### config.mk
export PLATFORM = sky130hd
export DESIGN_NAME = vita49_packetizer
export DESIGN_NICKNAME = d
export VERILOG_FILES = /design/src/rtl/vita49_pkg.sv /design/src/rtl/vita49_axis_oreg.sv /design/src/rtl/vita49_packetizer.sv
export SDC_FILE = /design/constraint.sdc
export NUM_CORES = 1
export LEC_CHECK = 0
export ABC_AREA = 1
export BUFFER_PORTS_ARGS = -buffer_cell sky130_fd_sc_hd__buf_2
export CORE_MARGIN = 2
export CORE_UTILIZATION = 53
export CTS_CLUSTER_SIZE = 28
export DETAILED_ROUTE_END_ITERATION = 7
export GPL_TIMING_DRIVEN = 0
export PLACE_DENSITY = 0.8
export SLEW_MARGIN = 20
export SYNTH_ARGS = -nofsm -noshare
export SYNTH_HDL_FRONTEND = slang
export SYNTH_SLANG_ARGS = --single-unit
### constraint.sdc
create_clock -name AXIS_ACLK -period 2.3 [get_ports AXIS_ACLK]
set_input_delay 0.69 -clock AXIS_ACLK [delete_from_list [all_inputs] [get_ports AXIS_ACLK]]
set_output_delay 0.69 -clock AXIS_ACLK [all_outputs]
set_load 0.03 [all_outputs]
### src/rtl/vita49_pkg.sv
// Shared VITA-49 definitions: IF-data header layout, packet state encoding and
// header/beat-count helpers used by both the packetizer and the router.
package vita49_pkg;

  localparam logic [3:0] PKT_TYPE_IF_DATA  = 4'b0001;
  localparam int         MAX_PAYLOAD_BEATS = 32766;
  localparam int         BEAT_W            = 15;

  localparam int STRMID_MSB = 63;
  localparam int STRMID_LSB = 32;
  localparam int TYPE_MSB   = 31;
  localparam int TYPE_LSB   = 28;
  localparam int C_BIT      = 27;
  localparam int T_BIT      = 26;
  localparam int TSI_MSB    = 23;
  localparam int TSI_LSB    = 22;
  localparam int TSF_MSB    = 21;
  localparam int TSF_LSB    = 20;
  localparam int PKTCNT_MSB = 19;
  localparam int PKTCNT_LSB = 16;
  localparam int SIZE_MSB   = 15;
  localparam int SIZE_LSB   = 0;

  typedef enum logic [1:0] {
    S_IDLE    = 2'd0,
    S_HDR     = 2'd1,
    S_PAYLOAD = 2'd2
  } vita49_pkt_state_t;

  function automatic logic [63:0] vita49_mk_hdr(input logic [31:0] strm_id,
                                                input logic [3:0]  pkt_cnt,
                                                input logic [15:0] pkt_size);
    logic [63:0] w_hdr;
    w_hdr                         = '0;
    w_hdr[STRMID_MSB:STRMID_LSB]  = strm_id;
    w_hdr[TYPE_MSB:TYPE_LSB]      = PKT_TYPE_IF_DATA;
    w_hdr[C_BIT]                  = 1'b0;
    w_hdr[T_BIT]                  = 1'b0;
    w_hdr[TSI_MSB:TSI_LSB]        = 2'b00;
    w_hdr[TSF_MSB:TSF_LSB]        = 2'b00;
    w_hdr[PKTCNT_MSB:PKTCNT_LSB]  = pkt_cnt;
    w_hdr[SIZE_MSB:SIZE_LSB]      = pkt_size;
    return w_hdr;
  endfunction

  // Zero is treated as one beat so a packet always carries payload.
  function automatic logic [BEAT_W-1:0] vita49_eff_beats(input logic [15:0] cfg);
    if (cfg == 16'd0)
      return BEAT_W'(1);
    else if (cfg > 16'(MAX_PAYLOAD_BEATS))
      return BEAT_W'(MAX_PAYLOAD_BEATS);
    else
      return cfg[BEAT_W-1:0];
  endfunction

endpackage

### src/rtl/vita49_axis_oreg.sv
// Single-entry registered AXI-Stream output stage: accepts a new beat whenever
// it is empty or the downstream consumes the current one.
module vita49_axis_oreg #(
  parameter int DATA_W = 64
) (
  input  logic              clk,
  input  logic              rst_n,
  input  logic              i_clear,
  input  logic              i_load,
  input  logic [DATA_W-1:0] i_data,
  input  logic              i_last,
  input  logic              i_ready,
  output logic              o_valid,
  output logic [DATA_W-1:0] o_data,
  output logic              o_last,
  output logic              o_can_load
);

  logic              r_valid;
  logic [DATA_W-1:0] r_data;
  logic              r_last;

  assign o_can_load = !r_valid || i_ready;
  assign o_valid    = r_valid;
  assign o_data     = r_data;
  assign o_last     = r_last;

  // Clear drops the pending beat outright; downstream tolerates a truncated packet.
  always_ff @(posedge clk or negedge rst_n) begin
    if (!rst_n) begin
      r_valid <= 1'b0;
      r_data  <= '0;
      r_last  <= 1'b0;
    end else if (i_clear) begin
      r_valid <= 1'b0;
    end else if (o_can_load) begin
      r_valid <= i_load;
      if (i_load) begin
        r_data <= i_data;
        r_last <= i_last;
      end
    end
  end

endmodule

### src/rtl/vita49_packetizer.sv
// Frames a raw 64-bit sample stream into VITA-49 IF-data packets: one header
// beat followed by a configurable number of payload beats.
module vita49_packetizer
  import vita49_pkg::*;
#(
  parameter int CNT_W = 32
) (
  input  logic             AXIS_ACLK,
  input  logic             AXIS_ARESETN,
  input  logic [63:0]      S_AXIS_TDATA,
  input  logic             S_AXIS_TVALID,
  input  logic             S_AXIS_TLAST,
  output logic             S_AXIS_TREADY,
  output logic [63:0]      M_AXIS_TDATA,
  output logic             M_AXIS_TVALID,
  output logic [7:0]       M_AXIS_TSTRB,
  output logic             M_AXIS_TLAST,
  input  logic             M_AXIS_TREADY,
  input  logic [31:0]      cmd,
  input  logic [31:0]      strmID,
  input  logic [15:0]      cfg_beats,
  output logic [CNT_W-1:0] pkt_sent,
  output logic [CNT_W-1:0] drop_cnt,
  output logic             busy
);

  vita49_pkt_state_t r_state, w_next_state;

  logic [BEAT_W-1:0] r_eff_beats;
  logic [BEAT_W-1:0] r_beat_rem;
  logic [15:0]       r_pkt_size;
  logic [31:0]       r_strm_id;
  logic [3:0]        r_pkt_cnt;
  logic [CNT_W-1:0]  r_pkt_sent;
  logic [CNT_W-1:0]  r_drop_cnt;

  logic              w_run;
  logic              w_abort;
  logic              w_can_load;
  logic              w_tready;
  logic              w_pay_xfer;
  logic              w_last_beat;
  logic              w_oload;
  logic [63:0]       w_odata;
  logic              w_olast;
  logic              w_latch;
  logic [BEAT_W-1:0] w_eff_beats;
  logic              w_unused;

  assign w_run       = cmd[0];
  assign w_abort     = cmd[1];
  assign w_unused    = ^cmd[31:2];
  assign w_eff_beats = vita49_eff_beats(cfg_beats);
  assign w_last_beat = (r_beat_rem == BEAT_W'(1));

  // Ready is withheld during an abort so no sample is swallowed by a dropped packet.
  assign w_tready   = (r_state == S_PAYLOAD) && w_can_load && !w_abort;
  assign w_pay_xfer = w_tready && S_AXIS_TVALID;

  assign S_AXIS_TREADY = w_tready;
  assign M_AXIS_TSTRB  = 8'hff;
  assign pkt_sent      = r_pkt_sent;
  assign drop_cnt      = r_drop_cnt;
  assign busy          = (r_state != S_IDLE);

  always_comb begin
    w_next_state = r_state;
    w_oload      = 1'b0;
    w_odata      = S_AXIS_TDATA;
    w_olast      = 1'b0;
    w_latch      = 1'b0;
    if (w_abort) begin
      w_next_state = S_IDLE;
    end else begin
      case (r_state)
        S_IDLE: begin
          if (w_run && w_can_load) begin
            w_latch      = 1'b1;
            w_next_state = S_HDR;
          end
        end
        S_HDR: begin
          if (w_can_load) begin
            w_oload      = 1'b1;
            w_odata      = vita49_mk_hdr(r_strm_id, r_pkt_cnt, r_pkt_size);
            w_next_state = S_PAYLOAD;
          end
        end
        S_PAYLOAD: begin
          if (w_pay_xfer) begin
            w_oload = 1'b1;
            w_olast = w_last_beat;
            if (w_last_beat) begin
              w_latch      = w_run;
              w_next_state = w_run ? S_HDR : S_IDLE;
            end
          end
        end
        default: w_next_state = S_IDLE;
      endcase
    end
  end

  // Packet parameters are captured only at packet start, so mid-packet config edits wait.
  always_ff @(posedge AXIS_ACLK or negedge AXIS_ARESETN) begin
    if (!AXIS_ARESETN) begin
      r_state     <= S_IDLE;
      r_eff_beats <= '0;
      r_beat_rem  <= '0;
      r_pkt_size  <= '0;
      r_strm_id   <= '0;
      r_pkt_cnt   <= '0;
      r_pkt_sent  <= '0;
      r_drop_cnt  <= '0;
    end else begin
      r_state <= w_next_state;
      if (w_abort)
        r_beat_rem <= '0;
      else if (r_state == S_HDR && w_can_load)
        r_beat_rem <= r_eff_beats;
      else if (w_pay_xfer)
        r_beat_rem <= r_beat_rem - BEAT_W'(1);
      if (w_latch) begin
        r_eff_beats <= w_eff_beats;
        r_pkt_size  <= 16'd2 + {w_eff_beats, 1'b0};
        r_strm_id   <= strmID;
      end
      if (w_pay_xfer && w_last_beat) begin
        r_pkt_cnt  <= r_pkt_cnt + 4'd1;
        r_pkt_sent <= r_pkt_sent + CNT_W'(1);
      end
      if (w_pay_xfer && !w_last_beat && S_AXIS_TLAST)
        r_drop_cnt <= r_drop_cnt + CNT_W'(1);
    end
  end

  vita49_axis_oreg #(
    .DATA_W (64)
  ) u_oreg (
    .clk        (AXIS_ACLK),
    .rst_n      (AXIS_ARESETN),
    .i_clear    (w_abort),
    .i_load     (w_oload),
    .i_data     (w_odata),
    .i_last     (w_olast),
    .i_ready    (M_AXIS_TREADY),
    .o_valid    (M_AXIS_TVALID),
    .o_data     (M_AXIS_TDATA),
    .o_last     (M_AXIS_TLAST),
    .o_can_load (w_can_load)
  );

endmodule

==> results.env, run 1 <==
SYNTHXORXNORAREAFRAC_PCT=5.44
DIE-WIDTH_UM=148
SYNTH-SEQ-CELLS=213
AREA_SHARE_OF_FA_HA_MAJ_CELLS_AFTER_SYNTHESIS_PCT=1.26
TIMING.CRITICAL_PATH.CELLS='inv_2 > ha_2 > nand3_2 > inv_1 > buf_4'
POST_SYNTH_NUM_CELL_TYPES=37
ANTENNA_FOUND_INITIAL=3
CRITICAL_PATH_REQUIRED_NS=1.61
NUMBER_OF_NETS_IN_THE_LAYOUT=1840
DIE_HEIGHT_UM=148
CLOCK-SINKS=213
FINAL_HOLD_SLACK_NS=0.0483
MAX_SLEW_MARGIN_PCT=52.9
GRT_PASS1_VIAS=10100
CRITICAL_PATH.SLOWEST_CELL='sky130_fd_sc_hd__dfrtp_1'
STD_CELL_ROWS=52
GP_CONGESTION=0.919
AREA.GROWTH.SYNTH_TO_FINAL_PCT=23.4
FMAX_MHz=447
INTERNAL-POWER_mW=9.30
NUMPLACEDINSTANCES=1924
FINAL_LAYOUT_SIZE_SUFFIX_GT1_SHARE_PCT=21.9
CTS_HOLD_BUFFERS=0
POST-ROUTE-DRC-COUNT=0
SHARE_SEQ_OF_TOTAL_POWER_PCT=36.4
P_CLK_SHARE_PCT=23.9
WIRE_LENGTH_OF_THE_FIRST_GLOBAL_ROUTING_PASS_MM=50.2
GRT_USE_TOTAL_PCT=28.4
FINALHOLDVIOLATIONS=0
YOSYS.AREA_SHARE.SIMPLE_PCT=29.1
VIAS_PER_CELL=5.36
FINALCRITICALPERIOD_NS=2.23
POWER.IR.VDD_WORST_uV=781
CELL_CHOSEN_FOR_THE_CLOCK_ROOT='sky130_fd_sc_hd__clkbuf_16'
MAX-CAP-VIOLATIONS=0
DETAILEDPLACEMENTHPWL_MM=23.1
FINALCOREUTILIZATION_PCT=66.8
COMBINED_AREA_OF_THE_MULTI_INPUT_LOGIC_CELLS_UM2=4930
NET-SWITCHING-POWER_mW=6.77
SYNTH-SEQ-AREA-SHARE_PCT=48.6
CRITPATHCAPTURETYPE='output pin'
HTREE_LEVELS=1
NETLIST_INSTANCES=1395
OUTCOME='finished clean'
WIRE_PER_INST_UM=15.9
WORST_SKEW_PAIR_LATENCY_NS=0.51
SETUP_VIOL=0
FLOORPLAN.DIE_AREA_UM2=21800
DETAIL-ROUTE-ANTENNA-NETS=0
SKEW_NS=0.00946
POST_LAYOUT_NONFILLER_INSTANCES=1967
STARTPOINT_TYPE='register'
WL_MM=31.3
GRT_MAX_DEGREE=99
PORT_BUFFERS=250
POWER_DENSITY_nW_PER_UM2=1190
ARRIVAL_TIME_OF_THE_WORST_SETUP_PATH_NS=1.54
VIA_COUNT=10500
YOSYSWARNINGS=0
POST_SYNTH_MUX_AREA_SHARE_PCT=0
HOLD_PATH_CLASS='input port to asynchronous set/reset pin'
POWER.LEAKAGE_nW=7.27
LAYOUT_COMMONEST_CELL='sky130_fd_sc_hd__nand2_1'
CLK_TRANSITION_REPORTED_PATHS_NS=0.06
INITIAL_UTILIZATION_PCT=54.2
GRT_OVERFLOW_TOTAL=0
CLOCK_BUFFERS_CREATED_BY_TRITONCTS=24
POWER.SHARE.SWITCHING_PCT=42.1
IOS=289
FP.COREAREA_UM2=20200
FILLERINSTANCES=1706
CLK_PATH_BUF_DEPTH=3
POST-ROUTE-PERIOD-UTIL_PCT=97.2
SYN_AREA_PER_CELL_UM2=7.86
WORST_SLEW_PIN_SLEW_NS=0.698
TIMING_MAX_TRANSITION_VIOLATIONS_FINAL=0
SYNTH_TOP_FAMILY_BY_AREA='simple AND/OR/NAND/NOR gates'
PRE_CTS_SLACK_NS=-0.495
FINAL_CRITICAL_PATH_SETUP_SLACK_NS=0.0651
FINAL_CELL_MIX='sky130_fd_sc_hd__nand2_1, sky130_fd_sc_hd__buf_2, sky130_fd_sc_hd__dfrtp_1'
SYNTH_AREA_UM2=11000
AREA.SEQUENTIAL_UM2=5330
INITIALDRTVIOLATIONCOUNT=678
DETAIL_ROUTE.FIRST_PASS.ITERATIONS=5
CRIT_PATH_MAX_INCR_DELAY_NS=0.43
WORSTPATHMAXFANOUT=5
CTS_TREE='done'
TIMING.SETUP.CRITICAL_PATH_CLASS='register to output pin'
FRACTION_OF_THE_MAPPED_NETLIST_AREA_IN_COMPOUND_GATES_PCT=8.55
POWER_FRAC_COMB_PCT=39.7
-- state kept, by name (all words and copies together), names as in the netlist --
| signal | flops |
|---|---|
| r_eff_beats | 15 |
| u_oreg.o_valid | 1 |
| u_oreg.o_data | 64 |
| r_state | 2 |
| r_pkt_cnt | 4 |
| r_strm_id | 32 |
| r_beat_rem | 15 |
| u_oreg.o_last | 1 |
| r_pkt_size | 15 |
| pkt_sent | 32 |
| drop_cnt | 32 |
-- through the flow --
stage | area (µm²) | power, mW | TNS, ns
2_1_floorplan | 11000 | 10.1 | 0
3_3_place_gp | 12600 | 11.9 | -664.89
3_5_place_dp | 12600 | 12.1 | -14.04
4_1_cts | 13500 | 16.0 | 0
5_1_grt | 13500 | 17.1 | -0.0129
6_report | 13500 | 16.1 | 0
-- worst paths after layout --
kind	startpoint	to	slack [ns]	cells past startpoint
setup / recovery	r_state[0]$_DFFE_PN0P_	S_AXIS_TREADY	0.07	5
hold / removal	AXIS_ARESETN	drop_cnt[6]$_DFFE_PN0P_	0.05	1
setup reg to reg	r_state[0]$_DFFE_PN0P_	r_pkt_size[3]$_DFFE_PN0P_	0.17	11
hold reg to reg	u_oreg.o_data[45]$_DFFE_PN0P_	u_oreg.o_data[45]$_DFFE_PN0P_	0.48	2
max in group asynchronous	AXIS_ARESETN	u_oreg.o_data[7]$_DFFE_PN0P_	1.07	3
min in group AXIS_ACLK	strmID[21]	r_strm_id[21]$_DFFE_PN0P_	0.37	3
-- cell type report --
cell class                 instances  area share [%]
clock inverter                     3           0.157
sequential                       213            39.4
inverter                         121            3.38
timing repair buffer             253            9.81
multi-input combinational       1010            36.5
clock buffer                      38            5.80
antenna                            2          0.0370
tap                              270            2.50
buffer                            57            2.39
-- synth_stat cells (all sizes together) --
cell type  instances  share of area, %
and2               1             0.057
o221ai             1             0.080
conb               1             0.034
inv              120               4.1
o21bai             2              0.14
a31oi              3              0.17
clkinv             1             0.034
o211ai             5              0.34
clkbuf            22              0.75
o21ai             84               3.9
o41ai              3              0.24
nor4               3              0.17
buf               36               2.1
nand3             62               3.0
o22ai              6              0.34
ha                11               1.3
o31ai             45               3.1
a21oi              4              0.22
nand3b             6              0.41
dfrtp            213                49
nor3              35               1.7
nand2            446                15
nor2             191               7.0
xor2              49               3.9
xnor2             19               1.5
nand4             26               1.5
-- cells by family after synthesis --
group,after synthesis
AND/OR/NAND/NOR,770
flip-flops,213
buffers and inverters,179
AO/OA/AOI/OAI,153
XOR/XNOR,68
adder cells (fa/ha/maj),11
other,1
-- power groups by stage --
| stage | clock [mW] | sequential (mW) | combinational [mW] |
|---|---|---|---|
| 2_1_floorplan | 0 | 6.86 | 3.22 |
| 3_3_place_gp | 0 | 5.83 | 6.05 |
| 3_5_place_dp | 0 | 5.84 | 6.23 |
| 4_1_cts | 3.90 | 5.81 | 6.30 |
| 5_1_grt | 4.03 | 5.97 | 7.06 |
| 6_report | 3.84 | 5.85 | 6.39 |
-- what timing repair did --
item / in CTS / in global routing
cloned: 0 / 0
pin swaps: 0 / 1
setup buffers: 0 / 1
endpoints found under the setup margin: 67 / 69
gates resized for setup: 6 / 23
-- worst max-delay path, delay by kind of cell (launching register included) --
family                   cells  cell delay (ns)
flip-flops                   1             0.43
AND/OR/NAND/NOR              1             0.10
adder cells (fa/ha/maj)      1             0.21
buffers and inverters        3             0.30
-- per-layer routing --
layer	vias up	global-route usage [%]	part of all wire (%)
met5	-	0	0.042
met4	2	11.5	3.7
met3	89	4.29	8.0
met2	493	45.1	47
met1	4929	39.5	42
li1	5028	-	-
(Power assumes the default switching activity.)
==> inputs of run 2 (changes only) <==
--- a/config.mk
+++ b/config.mk
@@ -12,7 +12,7 @@
 export CTS_CLUSTER_SIZE = 28
 export DETAILED_ROUTE_END_ITERATION = 7
 export GPL_TIMING_DRIVEN = 0
-export PLACE_DENSITY = 0.8
+export PLACE_DENSITY = 0.9
 export SLEW_MARGIN = 20
 export SYNTH_ARGS = -nofsm -noshare
 export SYNTH_HDL_FRONTEND = slang
==> results.env, run 2 (synthesis gave the netlist of run 1 again) <==
STARTPOINT_TYPE='register'
CLK_TRANSITION_REPORTED_PATHS_NS=0.06  # about the same
CRITPATHCAPTURETYPE='output pin'
WORSTPATHMAXFANOUT=4  # -1
FINAL_HOLD_SLACK_NS=0.0613  # +0.0130 ns
NUMBER_OF_NETS_IN_THE_LAYOUT=1841  # +0.054%
CRITICAL_PATH_REQUIRED_NS=1.61  # about the same
SETUP_VIOL=0  # unchanged
PATH_BUF_INV=3  # unchanged
CP.DEPTH=4  # -1
NUMPLACEDINSTANCES=1924  # unchanged
CLOCK_BUFFERS_CREATED_BY_TRITONCTS=23  # -4.2%
DETAIL-ROUTE-ANTENNA-NETS=0  # unchanged
DETAILED_PLACE.AREA_UM2=12600  # unchanged
GRT_MAX_DEGREE=102  # +3.0%
CRITICAL_PATH.SLOWEST_CELL='sky130_fd_sc_hd__dfrtp_2'
ANTENNA_FOUND_INITIAL=1  # -2
CTS_TREE='done'
FINAL_LAYOUT_SIZE_SUFFIX_GT1_SHARE_PCT=22.1  # +0.15 points
REPORT.POWER.TOTAL_mW=16.1  # +0.39%
PORT_BUFFERS=250  # unchanged
CELL_CHOSEN_FOR_THE_CLOCK_ROOT='sky130_fd_sc_hd__clkbuf_16'
MOST_USED_CELL_CP='sky130_fd_sc_hd__inv_1'
FLOORPLAN.DIE_AREA_UM2=21800  # unchanged
FMAX_MHz=448  # +0.15%
WORST_R2R_PATH_DEPTH=11  # unchanged
INITIAL_UTILIZATION_PCT=54.2  # unchanged
FP.COREAREA_UM2=20200  # unchanged
STD_CELL_ROWS=52  # unchanged
DIE_HEIGHT_UM=148  # unchanged
POST_LAYOUT_NONFILLER_INSTANCES=1968  # +0.051%
CPLARGESTDELAYFAMILY='flip-flops'
MAX_SLEW_MARGIN_PCT=52.3  # -0.59 points
FINALCRITICALPERIOD_NS=2.23  # -0.00332 ns
GP_CONGESTION=0.947  # +3.0%
CRIT_PATH_MAX_INCR_DELAY_NS=0.41  # -0.02 ns
FINALHOLDVIOLATIONS=0  # unchanged
POWER_DENSITY_nW_PER_UM2=1190  # +0.39%
VIA_COUNT=10600  # +0.71%
MAX-CAP-VIOLATIONS=0  # unchanged
DETAILEDPLACEMENTHPWL_MM=23.4  # +1.3%
WORST_SKEW_PAIR_LATENCY_NS=0.52  # about the same
FINALINSTANCEAREA_UM2=13500  # unchanged
FINAL_CELL_MIX='sky130_fd_sc_hd__nand2_1, sky130_fd_sc_hd__buf_2, sky130_fd_sc_hd__dfrtp_1'
TIMING_MAX_TRANSITION_VIOLATIONS_FINAL=0  # unchanged
GR-USAGE-MET2_PCT=48.5  # +3.4 points
CLK_PATH_BUF_DEPTH=3  # unchanged
VIAS_PER_CELL=5.39  # +0.66%
HTREE_LEVELS=1  # unchanged
FF2FF_SETUP_SLACK_NS=0.13  # -0.04 ns
TIMING.CRITICAL_PATH.CELLS='inv_1 > ha_1 > inv_1 > buf_2'
GRT_USE_TOTAL_PCT=28.5  # +0.076 points
IOS=289  # unchanged
GRT_PASS1_VIAS=10400  # +3.5%
ARRIVAL_TIME_OF_THE_WORST_SETUP_PATH_NS=1.54  # about the same
DETAIL_ROUTE.FIRST_PASS.ITERATIONS=5  # unchanged
GRT-BUSIEST-LAYER='met2'
WIRE_PER_INST_UM=16.1  # +1.4%
AREA.GROWTH.SYNTH_TO_FINAL_PCT=23.4  # unchanged
WORST_SLEW_PIN_SLEW_NS=0.707  # +0.00880 ns
GLOBALROUTEMET1UTIL_PCT=36.1  # -3.4 points
RSZ0062_AT_GRT='no'
POST-ROUTE-DRC-COUNT=0  # unchanged
OUTCOME='finished clean'
LAYOUT_COMMONEST_CELL='sky130_fd_sc_hd__nand2_1'
POWER.IR.VDD_WORST_uV=883  # +13%
LARGEST_REGISTER_FFS=64  # unchanged
CLOCK-SINKS=213  # unchanged
INITIALDRTVIOLATIONCOUNT=633  # -6.6%
GRT_UTIL_MET3_PCT=6.11  # +1.8 points
SKEW_NS=0.0148  # +0.00534 ns
WIRE_LENGTH_OF_THE_FIRST_GLOBAL_ROUTING_PASS_MM=50.5  # +0.45%
DIE-WIDTH_UM=148  # unchanged
WL_MM=31.7  # +1.4%
GRT_OVERFLOW_TOTAL=0  # unchanged
POWER.LEAKAGE_nW=7.28  # about the same
HOLD_PATH_CLASS='input port to asynchronous set/reset pin'
TIMING.SETUP.CRITICAL_PATH_CLASS='register to output pin'
POST-ROUTE-PERIOD-UTIL_PCT=97.0  # -0.14 points
run 2: final cells by class:
type,instances,area [µm²]
fillers,1665,6720
clock buffers,33,673
flip-flops and latches,213,5330
repair buffers,255,1340
diodes,1,2.50
inverters,121,454
well taps,270,338
multi-input cells,1010,4950
plain buffers,57,322
clock inverters,8,105
run 2: routing by layer:
metal	routed length (µm)	up-vias
li1	-	5018
met1	12700	4984
met2	15300	532
met3	2810	82
met4	1000	0
met5	0	-
run 2: worst register-to-register path, delay by kind of cell, from the launching register on:
kind / cells / cell delay, ns
buf+inv: 4 / 0.69
flops: 1 / 0.41
simple gates: 5 / 0.59
fa+ha+maj: 1 / 0.16
compound gates: 1 / 0.25
run 2: final timing paths:
path	startpoint	to
max in group asynchronous	AXIS_ARESETN	r_pkt_size[10]$_DFFE_PN0P_
max reg2reg	r_state[0]$_DFFE_PN0P_	r_strm_id[24]$_DFFE_PN0P_
min reg2reg	u_oreg.o_data[54]$_DFFE_PN0P_	u_oreg.o_data[54]$_DFFE_PN0P_
min in group AXIS_ACLK	strmID[20]	r_strm_id[20]$_DFFE_PN0P_
min	AXIS_ARESETN	pkt_sent[28]$_DFFE_PN0P_
max	r_state[1]$_DFFE_PN0P_	busy
run 2: power breakdown:
group	internal [mW]	switching (mW)
clock network	2.27	1.52
logic	1.98	4.52
registers	5.02	0.833
run 2: through the flow:
| stage | setup TNS, ns | util (%) | setup slack (ns) |
|---|---|---|---|
| 6_report | 0 | 66.8 | 0.0685 |
| 3_3_place_gp | -665.69 | 62.2 | -3.02 |
| 2_1_floorplan | 0 | - | 0.0136 |
| 4_1_cts | 0 | 66.5 | 0.00413 |
| 3_5_place_dp | -26.38 | 62.5 | -0.495 |
| 5_1_grt | 0 | 66.8 | 0.000875 |
run 2: repair_timing:
item                                   CTS  global route
hold buffers                             0             0
resized for setup                        8            22
setup endpoints to repair               93            84
buffers inserted                         2             1
pin swaps                                0             1
endpoints found under the hold margin    0             0
==> inputs of run 3 (changes only) <==
==> constraint.sdc (replaced) <==
create_clock -name AXIS_ACLK -period 2.3 [get_ports AXIS_ACLK]
set_input_delay 0 -clock AXIS_ACLK [delete_from_list [all_inputs] [get_ports AXIS_ACLK]]
set_output_delay 0 -clock AXIS_ACLK [all_outputs]
set_load 0.03 [all_outputs]
==> results.env, run 3 (synthesis gave the netlist of run 1 again) <==
POST-ROUTE-DRC-COUNT=0  # unchanged
CLK_TRANSITION_REPORTED_PATHS_NS=0.07  # about the same
POWER.IR.VDD_WORST_uV=753  # -15%
P_CLK_SHARE_PCT=21.8  # -1.6 points
PRE_CTS_SLACK_NS=-0.281  # +0.214 ns
HIGHEST-SIGNAL-LAYER='met4'
IOS=289  # unchanged
STARTPOINT_TYPE='register'
ANTENNA_FOUND_INITIAL=1  # unchanged
FINALCRITICALPERIOD_NS=2.40  # +0.164 ns
SHARE_SEQ_OF_TOTAL_POWER_PCT=35.8  # -0.5 points
NET-SWITCHING-POWER_mW=7.66  # +11%
CTS_TREE='done'
FILLERINSTANCES=1355  # -19%
TIMING.RR.START='r_state[0]$_DFFE_PN0P_'
FINAL_LAYOUT_SIZE_SUFFIX_GT1_SHARE_PCT=20.9  # -1.2 points
HTREE_LEVELS=1  # unchanged
DIODES=0  # -1
DIE_HEIGHT_UM=148  # unchanged
MAX_SLEW_MARGIN_PCT=42.5  # -9.8 points
CLK_PATH_BUF_DEPTH=3  # unchanged
FINALHOLDVIOLATIONS=0  # unchanged
TIMING.CRITICAL_PATH.FROM='r_state[0]$_DFFE_PN0P_'
SETUP.WORST_PATH.END='r_pkt_size[14]$_DFFE_PN0P_'
LARGEST_REGISTER_FFS=64  # unchanged
INTERNAL-POWER_mW=9.23  # -0.33%
NUMPLACEDINSTANCES=1924  # unchanged
POWER_DENSITY_nW_PER_UM2=1160  # -3.2%
FP.COREAREA_UM2=20200  # unchanged
FLOORPLAN.DIE_AREA_UM2=21800  # unchanged
OUTCOME='finished, violations left'
M1WIRELENGTH_MM=14.1  # +11%
FF2FF_SETUP_SLACK_NS=-0.1  # -0.23 ns
DETAILEDPLACEMENTHPWL_MM=23.5  # +0.61%
AREA.GROWTH.SYNTH_TO_FINAL_PCT=33.4
DETAIL-ROUTE-ANTENNA-NETS=0  # unchanged
LAYOUT_COMMONEST_CELL='sky130_fd_sc_hd__nand2_1'
CLOCK-SINKS=213  # unchanged
POWER_FRAC_COMB_PCT=42.4  # +2.1 points
MET3_WIRELENGTH_MM=4.51  # +61%
SETUP_VIOL=1  # +1
FINAL_CRITICAL_PATH_SETUP_SLACK_NS=-0.0960  # -0.164 ns
ARRIVAL_TIME_OF_THE_WORST_SETUP_PATH_NS=2.83  # +1.29 ns
INITIAL_UTILIZATION_PCT=54.2  # unchanged
STD_CELL_ROWS=52  # unchanged
NUMBER_OF_NETS_IN_THE_LAYOUT=1952  # +6.0%
FMAX_MHz=417  # -6.9%
WIRE_LENGTH_OF_THE_FIRST_GLOBAL_ROUTING_PASS_MM=62.1  # +23%
TIMING.RR.END='r_pkt_size[14]$_DFFE_PN0P_'
GRT_PASS1_VIAS=12200  # +17%
FINAL_CELL_MIX='sky130_fd_sc_hd__nand2_1, sky130_fd_sc_hd__buf_2, sky130_fd_sc_hd__dfrtp_1'
FINAL.SETUP.TNS_NS=-0.0960  # -0.0960 ns
VIAS_PER_CELL=5.88  # +8.9%
WORST_SLEW_PIN_SLEW_NS=0.851  # +0.145 ns
GRT_USE_TOTAL_PCT=35.8  # +7.2 points
PORT_BUFFERS=250  # unchanged
POST-ROUTE-PERIOD-UTIL_PCT=104  # +7.2 points
WORSTPATHMAXFANOUT=5  # +1
CLOCK_BUFFERS_CREATED_BY_TRITONCTS=23  # unchanged
WIRE_PER_INST_UM=19.7  # +22%
REPORT.POWER.TOTAL_mW=16.9  # +4.7%
VIOLATED_CHECKS='negative setup slack'
WORST_SKEW_PAIR_LATENCY_NS=0.52  # about the same
SKEW_NS=0.0291  # +0.0143 ns
DIE-WIDTH_UM=148  # unchanged
CRITICAL_PATH_REQUIRED_NS=2.73  # +1.12 ns
POWER.LEAKAGE_nW=7.74  # +6.3%
MET2WIRELENGTH_MM=18.9  # +24%
TIMING.SETUP.CRITICAL_PATH_CLASS='register to register'
FINALCOREUTILIZATION_PCT=72.2  # +5.4 points
GP_CONGESTION=0.962  # +1.6%
GRT_OVERFLOW_TOTAL=0  # unchanged
CRITPATHCAPTURETYPE='register'
WORST_R2R_PATH_DEPTH=14  # +3
HOLD_PATH_CLASS='input port to asynchronous set/reset pin'
GRT_MAX_DEGREE=100  # -2.0%
MAX-CAP-VIOLATIONS=0  # unchanged
WL_MM=40.8  # +29%
POST_LAYOUT_NONFILLER_INSTANCES=2077  # +5.5%
POWER.SHARE.SWITCHING_PCT=45.3  # +2.8 points
VIA_COUNT=12200  # +15%
TIMING_MAX_TRANSITION_VIOLATIONS_FINAL=0  # unchanged
DETAIL_ROUTE.FIRST_PASS.ITERATIONS=6  # +1
CELL_CHOSEN_FOR_THE_CLOCK_ROOT='sky130_fd_sc_hd__clkbuf_16'
INITIALDRTVIOLATIONCOUNT=1278  # +100%
==> run 3: cell types whose count changed in the layout (fill, tap and decap cells not counted), moves of 3 or more <==
cell                            before  now
sky130_fd_sc_hd__o31ai_2             1    4
sky130_fd_sc_hd__dlygate4sd3_1       0  111
sky130_fd_sc_hd__buf_2             268  265
sky130_fd_sc_hd__o31ai_1            44   41
==> run 3: through the flow <==
stage | hold WS, ns | area [µm²]
after floorplan | -0.296 | 11000
after global placement | 0.194 | 12600
after detailed placement | -0.139 | 12600
after CTS | 0.00267 | 14500
after global routing | 0.0326 | 14600
final | 0.0237 | 14600
==> run 3: repair_timing <==
item,in CTS,in global routing
hold endpoints to repair,242,0
setup endpoints to repair,88,155
setup buffers,0,3
hold buffers,112,0
gates resized for setup,8,35
pin swaps,0,3
==> run 3: area by class of cell <==
cell class                 instances  area (µm²)  share of cell area (%)
clock buffer                      33         653                    4.47
tap                              270         338                    2.31
buffer                            56         330                    2.26
sequential                       213        5330                    36.5
inverter                         121         457                    3.12
clock inverter                     7        67.6                   0.462
multi-input combinational       1010        4970                    34.0
timing repair buffer             367        2470                    16.9
==> run 3: power groups by stage <==
stage / clock network (mW) / registers (mW) / logic [mW]
after floorplan: 0 / 6.86 / 3.22
after global placement: 0 / 5.80 / 6.10
after detailed placement: 0 / 5.84 / 6.31
after global routing: 3.83 / 6.10 / 7.71
final: 3.68 / 6.05 / 7.16
after CTS: 3.61 / 5.81 / 6.57
==> run 3: critical path: stages (launching register included) <==
cell,delay (ns)
sky130_fd_sc_hd__dfrtp_2,0.44
sky130_fd_sc_hd__inv_1,0.15
sky130_fd_sc_hd__ha_4,0.18
sky130_fd_sc_hd__nand3_2,0.13
sky130_fd_sc_hd__nor2_2,0.17
sky130_fd_sc_hd__inv_2,0.11
sky130_fd_sc_hd__o21ai_4,0.27
sky130_fd_sc_hd__buf_4,0.18
sky130_fd_sc_hd__buf_4,0.09
sky130_fd_sc_hd__nand3_1,0.09
sky130_fd_sc_hd__nand2_1,0.11
sky130_fd_sc_hd__inv_1,0.06
sky130_fd_sc_hd__nand2_1,0.06
sky130_fd_sc_hd__nand2_1,0.11
sky130_fd_sc_hd__inv_1,0.19
==> run 3: layer usage <==
metal  vias to the layer above  GRT usage, %
met5                         -             0
met4                         0          22.1
met3                       313          7.62
met2                      1040          59.6
met1                      5611          42.4
li1                       5240             -
==> run 3: worst min-delay path by stage <==
stage | from | endpoint | slack (ns) | cells past startpoint
after detailed placement | AXIS_ARESETN | drop_cnt[0]$_DFFE_PN0P_ | -0.14 | 1
after global placement | strmID[17] | r_strm_id[17]$_DFFE_PN0P_ | 0.19 | 3
after CTS | cfg_beats[8] | r_eff_beats[8]$_DFFE_PN0P_ | 0.003 | 5
after global routing | AXIS_ARESETN | drop_cnt[27]$_DFFE_PN0P_ | 0.03 | 3
final | AXIS_ARESETN | u_oreg.o_data[55]$_DFFE_PN0P_ | 0.02 | 3
after floorplan | AXIS_ARESETN | drop_cnt[0]$_DFFE_PN0P_ | -0.30 | 0
